==> config.mk <==
export PLATFORM = sky130hd
export DESIGN_NAME = mem_arbiter_flat
export DESIGN_NICKNAME = d
export VERILOG_FILES = /design/src/rtl/mem_arbiter_pkg.sv /design/src/rtl/mem_arbiter_if.sv /design/src/rtl/mem_arbiter.sv /design/src/flat_wrapper.sv
export SDC_FILE = /design/constraint.sdc
export NUM_CORES = 1
export LEC_CHECK = 0
export ABC_AREA = 1
export ABC_CLOCK_PERIOD_IN_PS = 2380
export CORE_AREA = 2 2 117 119
export CTS_CLUSTER_DIAMETER = 120
export DETAILED_ROUTE_END_ITERATION = 8
export DIE_AREA = 0 0 119 121
export DONT_BUFFER_PORTS = 1
export PLACE_DENSITY = 0.35
export SETUP_SLACK_MARGIN = 0.02
export SLEW_MARGIN = 20
export SYNTH_ARGS = -nofsm -noshare
export SYNTH_HDL_FRONTEND = slang
export SYNTH_SLANG_ARGS = --single-unit
==> constraint.sdc <==
create_clock -name clk -period 2.38 [get_ports clk]
set_input_delay 0.476 -clock clk [delete_from_list [all_inputs] [get_ports clk]]
set_output_delay 0.476 -clock clk [all_outputs]
set_load 0.03 [all_outputs]
==> src/rtl/mem_arbiter_pkg.sv <==
// Shared constants and types for the CPU/DMA data-memory arbiter.
// Bus widths, default burst/starvation limits and FSM state encodings live here.
package mem_arbiter_pkg;

    localparam int ADDR_W           = 32;
    localparam int DATA_W           = 32;
    localparam int MAX_BURST_DEF    = 8;
    localparam int STARVE_LIMIT_DEF = 4;

    typedef enum logic [0:0] {
        S_CPU = 1'b0,
        S_DMA = 1'b1
    } state_e;

    // Width of a counter that must hold values 0..max_val (never narrower than 1 bit).
    function automatic int cnt_width(input int max_val);
        return (max_val > 1) ? $clog2(max_val + 1) : 1;
    endfunction

endpackage

==> src/rtl/mem_arbiter_if.sv <==
// Bundles the CPU MEM-stage port, the DMA port and the DataMem port of the arbiter.
// The slave modport is the arbiter's view; master is the surrounding SoC / bench view.
interface mem_arbiter_if;
    import mem_arbiter_pkg::*;

    logic              cpu_ce;
    logic              cpu_we;
    logic [ADDR_W-1:0] cpu_addr;
    logic [DATA_W-1:0] cpu_wdata;
    logic [DATA_W-1:0] cpu_rdata;
    logic              cpu_stall;

    logic              dma_req;
    logic              dma_we;
    logic [ADDR_W-1:0] dma_addr;
    logic [DATA_W-1:0] dma_wdata;
    logic              dma_gnt;
    logic [DATA_W-1:0] dma_rdata;
    logic              dma_rvalid;

    logic              mem_ce;
    logic              mem_we;
    logic [ADDR_W-1:0] mem_addr;
    logic [DATA_W-1:0] mem_wdata;
    logic [DATA_W-1:0] mem_rdata;

    modport slave (
        input  cpu_ce, cpu_we, cpu_addr, cpu_wdata,
        output cpu_rdata, cpu_stall,
        input  dma_req, dma_we, dma_addr, dma_wdata,
        output dma_gnt, dma_rdata, dma_rvalid,
        output mem_ce, mem_we, mem_addr, mem_wdata,
        input  mem_rdata
    );

    modport master (
        output cpu_ce, cpu_we, cpu_addr, cpu_wdata,
        input  cpu_rdata, cpu_stall,
        output dma_req, dma_we, dma_addr, dma_wdata,
        input  dma_gnt, dma_rdata, dma_rvalid,
        input  mem_ce, mem_we, mem_addr, mem_wdata,
        output mem_rdata
    );

endinterface

==> src/rtl/mem_arbiter.sv <==
// Arbitrates a single-port DataMem between the CPU MEM stage and a DMA engine.
// CPU path is purely combinational; DMA bursts are bounded and CPU starvation is bounded.
module mem_arbiter
    import mem_arbiter_pkg::*;
#(
    parameter int MAX_BURST    = MAX_BURST_DEF,
    parameter int STARVE_LIMIT = STARVE_LIMIT_DEF
) (
    input  logic          clk,
    input  logic          rst,
    mem_arbiter_if.slave  bus
);

    localparam int BURST_W  = cnt_width(MAX_BURST);
    localparam int STARVE_W = cnt_width(STARVE_LIMIT - 1);
    localparam logic [BURST_W-1:0]  BURST_TOP  = BURST_W'(MAX_BURST);
    localparam logic [STARVE_W-1:0] STARVE_TOP = STARVE_W'(STARVE_LIMIT - 1);

    state_e              state_q, state_d;
    logic [BURST_W-1:0]  burst_q, burst_d, burst_inc;
    logic [STARVE_W-1:0] starve_q, starve_d;
    logic [DATA_W-1:0]   dma_rdata_q, dma_rdata_d;
    logic                dma_rvalid_q, dma_rvalid_d;
    logic                dma_owner;

    // Reset gates ownership so every strobe derived from it is forced low while rst=0.
    assign dma_owner = rst && (state_q == S_DMA) && bus.dma_req;

    always_comb begin
        bus.mem_ce    = 1'b0;
        bus.mem_we    = 1'b0;
        bus.mem_addr  = bus.cpu_addr;
        bus.mem_wdata = bus.cpu_wdata;
        if (dma_owner) begin
            bus.mem_ce    = 1'b1;
            bus.mem_we    = bus.dma_we;
            bus.mem_addr  = bus.dma_addr;
            bus.mem_wdata = bus.dma_wdata;
        end else if (rst) begin
            bus.mem_ce = bus.cpu_ce;
            bus.mem_we = bus.cpu_ce && bus.cpu_we;
        end
    end

    assign bus.cpu_rdata  = bus.mem_rdata;
    assign bus.cpu_stall  = dma_owner && bus.cpu_ce;
    assign bus.dma_gnt    = dma_owner;
    assign bus.dma_rdata  = dma_rdata_q;
    assign bus.dma_rvalid = dma_rvalid_q;

    assign dma_rvalid_d = dma_owner && !bus.dma_we;
    assign dma_rdata_d  = dma_rvalid_d ? bus.mem_rdata : dma_rdata_q;

    // The burst limit is judged on the count including this cycle's grant, so the
    // MAX_BURST-th grant is the last one before a waiting CPU takes over.
    always_comb begin
        state_d   = state_q;
        burst_d   = burst_q;
        starve_d  = starve_q;
        burst_inc = (burst_q == BURST_TOP) ? burst_q : burst_q + BURST_W'(1);
        case (state_q)
            S_CPU: begin
                if (!bus.dma_req) begin
                    starve_d = '0;
                end else if (!bus.cpu_ce || (starve_q == STARVE_TOP)) begin
                    state_d  = S_DMA;
                    starve_d = '0;
                    burst_d  = '0;
                end else begin
                    starve_d = starve_q + STARVE_W'(1);
                end
            end
            S_DMA: begin
                starve_d = '0;
                if (!bus.dma_req) begin
                    state_d = S_CPU;
                end else begin
                    burst_d = burst_inc;
                    if ((burst_inc == BURST_TOP) && bus.cpu_ce) begin
                        state_d = S_CPU;
                    end
                end
            end
            default: begin
                state_d  = S_CPU;
                starve_d = '0;
                burst_d  = '0;
            end
        endcase
    end

    always_ff @(posedge clk) begin
        if (!rst) begin
            state_q      <= S_CPU;
            burst_q      <= '0;
            starve_q     <= '0;
            dma_rvalid_q <= 1'b0;
            dma_rdata_q  <= '0;
        end else begin
            state_q      <= state_d;
            burst_q      <= burst_d;
            starve_q     <= starve_d;
            dma_rvalid_q <= dma_rvalid_d;
            dma_rdata_q  <= dma_rdata_d;
        end
    end

endmodule

==> src/flat_wrapper.sv <==
// flat-port wrapper written by rule: the top's interface ports become plain ports
module mem_arbiter_flat import mem_arbiter_pkg::*;
#(
    parameter int MAX_BURST    = MAX_BURST_DEF,
    parameter int STARVE_LIMIT = STARVE_LIMIT_DEF
)
  (clk, rst, bus_cpu_ce, bus_cpu_we, bus_cpu_addr, bus_cpu_wdata, bus_cpu_rdata, bus_cpu_stall, bus_dma_req, bus_dma_we, bus_dma_addr, bus_dma_wdata, bus_dma_gnt, bus_dma_rdata, bus_dma_rvalid, bus_mem_ce, bus_mem_we, bus_mem_addr, bus_mem_wdata, bus_mem_rdata);
  mem_arbiter_if bus_i ();
  input  logic clk;
  input  logic rst;
  input wire logic [$bits(bus_i.cpu_ce)-1:0] bus_cpu_ce;
  input wire logic [$bits(bus_i.cpu_we)-1:0] bus_cpu_we;
  input wire logic [$bits(bus_i.cpu_addr)-1:0] bus_cpu_addr;
  input wire logic [$bits(bus_i.cpu_wdata)-1:0] bus_cpu_wdata;
  output wire logic [$bits(bus_i.cpu_rdata)-1:0] bus_cpu_rdata;
  output wire logic [$bits(bus_i.cpu_stall)-1:0] bus_cpu_stall;
  input wire logic [$bits(bus_i.dma_req)-1:0] bus_dma_req;
  input wire logic [$bits(bus_i.dma_we)-1:0] bus_dma_we;
  input wire logic [$bits(bus_i.dma_addr)-1:0] bus_dma_addr;
  input wire logic [$bits(bus_i.dma_wdata)-1:0] bus_dma_wdata;
  output wire logic [$bits(bus_i.dma_gnt)-1:0] bus_dma_gnt;
  output wire logic [$bits(bus_i.dma_rdata)-1:0] bus_dma_rdata;
  output wire logic [$bits(bus_i.dma_rvalid)-1:0] bus_dma_rvalid;
  output wire logic [$bits(bus_i.mem_ce)-1:0] bus_mem_ce;
  output wire logic [$bits(bus_i.mem_we)-1:0] bus_mem_we;
  output wire logic [$bits(bus_i.mem_addr)-1:0] bus_mem_addr;
  output wire logic [$bits(bus_i.mem_wdata)-1:0] bus_mem_wdata;
  input wire logic [$bits(bus_i.mem_rdata)-1:0] bus_mem_rdata;
  assign bus_i.cpu_ce = bus_cpu_ce;
  assign bus_i.cpu_we = bus_cpu_we;
  assign bus_i.cpu_addr = bus_cpu_addr;
  assign bus_i.cpu_wdata = bus_cpu_wdata;
  assign bus_cpu_rdata = bus_i.cpu_rdata;
  assign bus_cpu_stall = bus_i.cpu_stall;
  assign bus_i.dma_req = bus_dma_req;
  assign bus_i.dma_we = bus_dma_we;
  assign bus_i.dma_addr = bus_dma_addr;
  assign bus_i.dma_wdata = bus_dma_wdata;
  assign bus_dma_gnt = bus_i.dma_gnt;
  assign bus_dma_rdata = bus_i.dma_rdata;
  assign bus_dma_rvalid = bus_i.dma_rvalid;
  assign bus_mem_ce = bus_i.mem_ce;
  assign bus_mem_we = bus_i.mem_we;
  assign bus_mem_addr = bus_i.mem_addr;
  assign bus_mem_wdata = bus_i.mem_wdata;
  assign bus_i.mem_rdata = bus_mem_rdata;
  mem_arbiter #(.MAX_BURST(MAX_BURST), .STARVE_LIMIT(STARVE_LIMIT)) u_core (.clk(clk), .rst(rst), .bus(bus_i));
endmodule
==> results.md <==
| Metric | This run |
| --- | --- |
| Net count of the mapped netlist | 611 |
| Worst-Margin Slew | 655 ps |
| Final total negative setup slack | 0 ps |
| Sequential share of power | 41.3% |
| Total DRC errors in the routed layout | 0 |
| Combinational share of power | 18.8% |
| Fillcell total | 1519 |
| GRT Total Usage | 12.6% |
| First-pass GRT wire length | 13800 µm |
| Antenna Diode Count | 0 |
| Floorplan die width | 119 µm |
| Resized cells post-CTS | 0 |
| Fin Clk Skew | 5.20 ps |
| Cells after Synth | 442 |
| Number of antenna violations at the first check in global routing | 0 |
| Power density cells | 612 nW/µm² |
| RSZ-0062 raised after global routing | no |
| Nature of the critical path endpoint | primary output |
| Average vias per placed instance | 4.35 |
| Count of buffers from port buffering | 0 |
| Final antenna-violating net count | 0 |
| Critical Path Fanout Max | 65 |
| Result of the run | finished clean |
| Initial detailed-routing violation count | 86 |
| Switching pwr | 538 µW |
| Clock Sinks | 40 |
| Effective utilization at floorplan | 19.7% |
| Number of pins exceeding their max-slew limit in the final report | 0 |
| Placeable core region | 13100 µm² |
| Portion of synthesized cell area occupied by the leading cell type | 31.0% |
| Hold bufs inserted after CTS | 0 |
| Final layout net count | 585 |
| Required time reported for the critical path endpoint | 1900 ps |
| Total number of vias | 2579 |
| Syn Std Cell Area | 2580 µm² |
| WS Path Type | reg -> out |
| Post-synthesis sequential element count | 40 |
| Setup violations, final | 0 |
| Via count of the first global-routing pass | 2436 |
| Ranking of synthesized cells by area | dfxtp_1 31%, nand2_1 30%, buf_4 11%, nor2_1 10%, o21ai_0 5.0% |
| Most frequent standard cell in the layout excluding fill and tap cells | nand2_1 |
| Startpoint types | flip-flop |
| I/O pin cnt | 299 |
| Worst hold-check slack | 330 ps |
| Setup Buffers After CTS | 0 |
| Static leakage power | 1.41 nW |
| Tcrit/Tclk final | 90.9% |
| Commonest non-fill, non-tap cells in the layout | 208 x nand2_1, 70 x nor2_1, 40 x dfxtp_1, 26 x o21ai_0, 21 x buf_4 |
| Relative slew slack | 56.2% |
| Detailed Place HPWL | 8190 µm |
| Max Cap Viol | 0 |
| Clock root buffer | clkbuf_16 |
| Switching power as a share of total power | 31.5% |
| Max Clock Freq | 462 MHz |
| Max VDD drop | 0.449 mV |
| Height of the chip | 121 µm |
| Routability Congestion | 0.772 |
| Insertion delay to the later sink of the worst-skew pair | 280 ps |
| Number of different library cells in the post-synthesis netlist | 17 |
| First-pass DRT Iterations | 4 |
| Most area-hungry cell type in the Yosys netlist | dfxtp_1 |
| Number of H-tree levels | 2 |
| Cell Rows | 42 |
| Arrival time reported for the critical path endpoint | 1690 ps |
| Die ar. | 14400 µm² |
| Count of final hold-check violations | 0 |
| Number of clock buffers inserted by TritonCTS | 5 |
| Hold crit path type | in -> reg |
| Clk slew on worst S/H paths | 60 ps |
| Overflow left after global routing | 0 |
| Post-Route WL | 9990 µm |
| Number of buffers on the longest clock path | 2 |
| Fraction of the yosys area taken by sequential cells | 31.0% |
| Post-DR wirelength/cell | 16.8 µm |
| CTS tree | built |
| Min Clock Period, post-route | 2160 ps |
| Int Pwr | 1.17 mW |
| Clock network fraction of design power | 39.9% |
| Pin count of the biggest net entering global routing | 67 |
| Average cell area after synthesis | 5.85 µm² |
| Total of warnings raised by yosys | 0 |
| Layout cell share with drive strength beyond 1 | 8.39% |
| Synthesis-to-layout area growth | 7.84% |
==> cell usage after synthesis <==
| library cell | instances |
|---|---|
| a21oi_1 | 6 |
| inv_2 | 2 |
| nand3_1 | 7 |
| buf_2 | 13 |
| buf_4 | 37 |
| o21ai_0 | 26 |
| nor2_8 | 1 |
| ha_1 | 3 |
| inv_1 | 10 |
| clkbuf_1 | 6 |
| dfxtp_1 | 40 |
| nand4_1 | 3 |
| nor2_4 | 1 |
| nand2_1 | 208 |
| nand2_2 | 1 |
| nor2_1 | 70 |
| o21ai_1 | 8 |
==> per-layer routing <==
layer,up-vias,track usage (%),wire length (µm)
met5,-,0,0
met4,0,3.20,91
met3,5,5.17,1140
met2,178,21.6,4760
met1,1128,14.5,4000
li1,1268,-,-
==> cells by family after synthesis <==
group	synth area share, %
adder cells (fa/ha/maj)	1.45
buffers and inverters	15.9
AO/OA/AOI/OAI	7.75
flip-flops	31.0
AND/OR/NAND/NOR	43.9
==> worst max-delay path: stages (launching register included) <==
cell and delay, ps:
dfxtp_1 350, inv_1 100, nor2_4 150, buf_12 280, nand2_1 200, nand2_1 130
buf_4 160
==> cell type report <==
type	count	area [µm²]	share of cell area, %
inverters	12	45.0	1.62
well taps	176	220	7.90
multi-input cells	334	1370	49.3
clock inverters	1	7.51	0.269
flip-flops and latches	40	801	28.7
clock buffers	7	143	5.12
repair buffers	23	198	7.09
==> power by group through the flow <==
stage	Clock, mW	Combinational, mW	Sequential, mW
finish	0.681	0.320	0.705
global route	0.742	0.339	0.706
CTS	0.715	0.325	0.705
detailed placement	0	0.324	0.720
global placement	0	0.323	0.720
floorplan	0	0.358	0.717
==> per-stage QoR <==
step                setup WS [ps]  cells  util (%)  total power [mW]  instance area (µm²)
floorplan                     246    442         -              1.08                 2580
global placement              435    585      20.1              1.04                 2640
detailed placement            416    585      20.1              1.04                 2640
CTS                           206    593      21.3              1.75                 2790
global route                  125    593      21.3              1.79                 2790
finish                        216    593      21.3              1.71                 2790
==> state kept, by name, summed over array words and instances, names as in the netlist <==
name,cells
u_core.bus.dma_rdata,32
u_core.state_q,1
u_core.bus.dma_rvalid,1
u_core.starve_q,2
u_core.burst_q,4
==> worst paths after layout <==
check                                        start                      end  slack [ps]  cells after the start
worst min register to register  u_core.starve_q[0]       u_core.starve_q[0]         420                      1
worst max register to register      u_core.state_q  u_core.bus.dma_rdata[2]         840                      7
worst max-delay path                u_core.state_q         bus_mem_addr[31]         220                      6
worst min-delay path              bus_mem_rdata[5]  u_core.bus.dma_rdata[5]         330                      2
No activity file was read; power rests on OpenSTA's default activity.
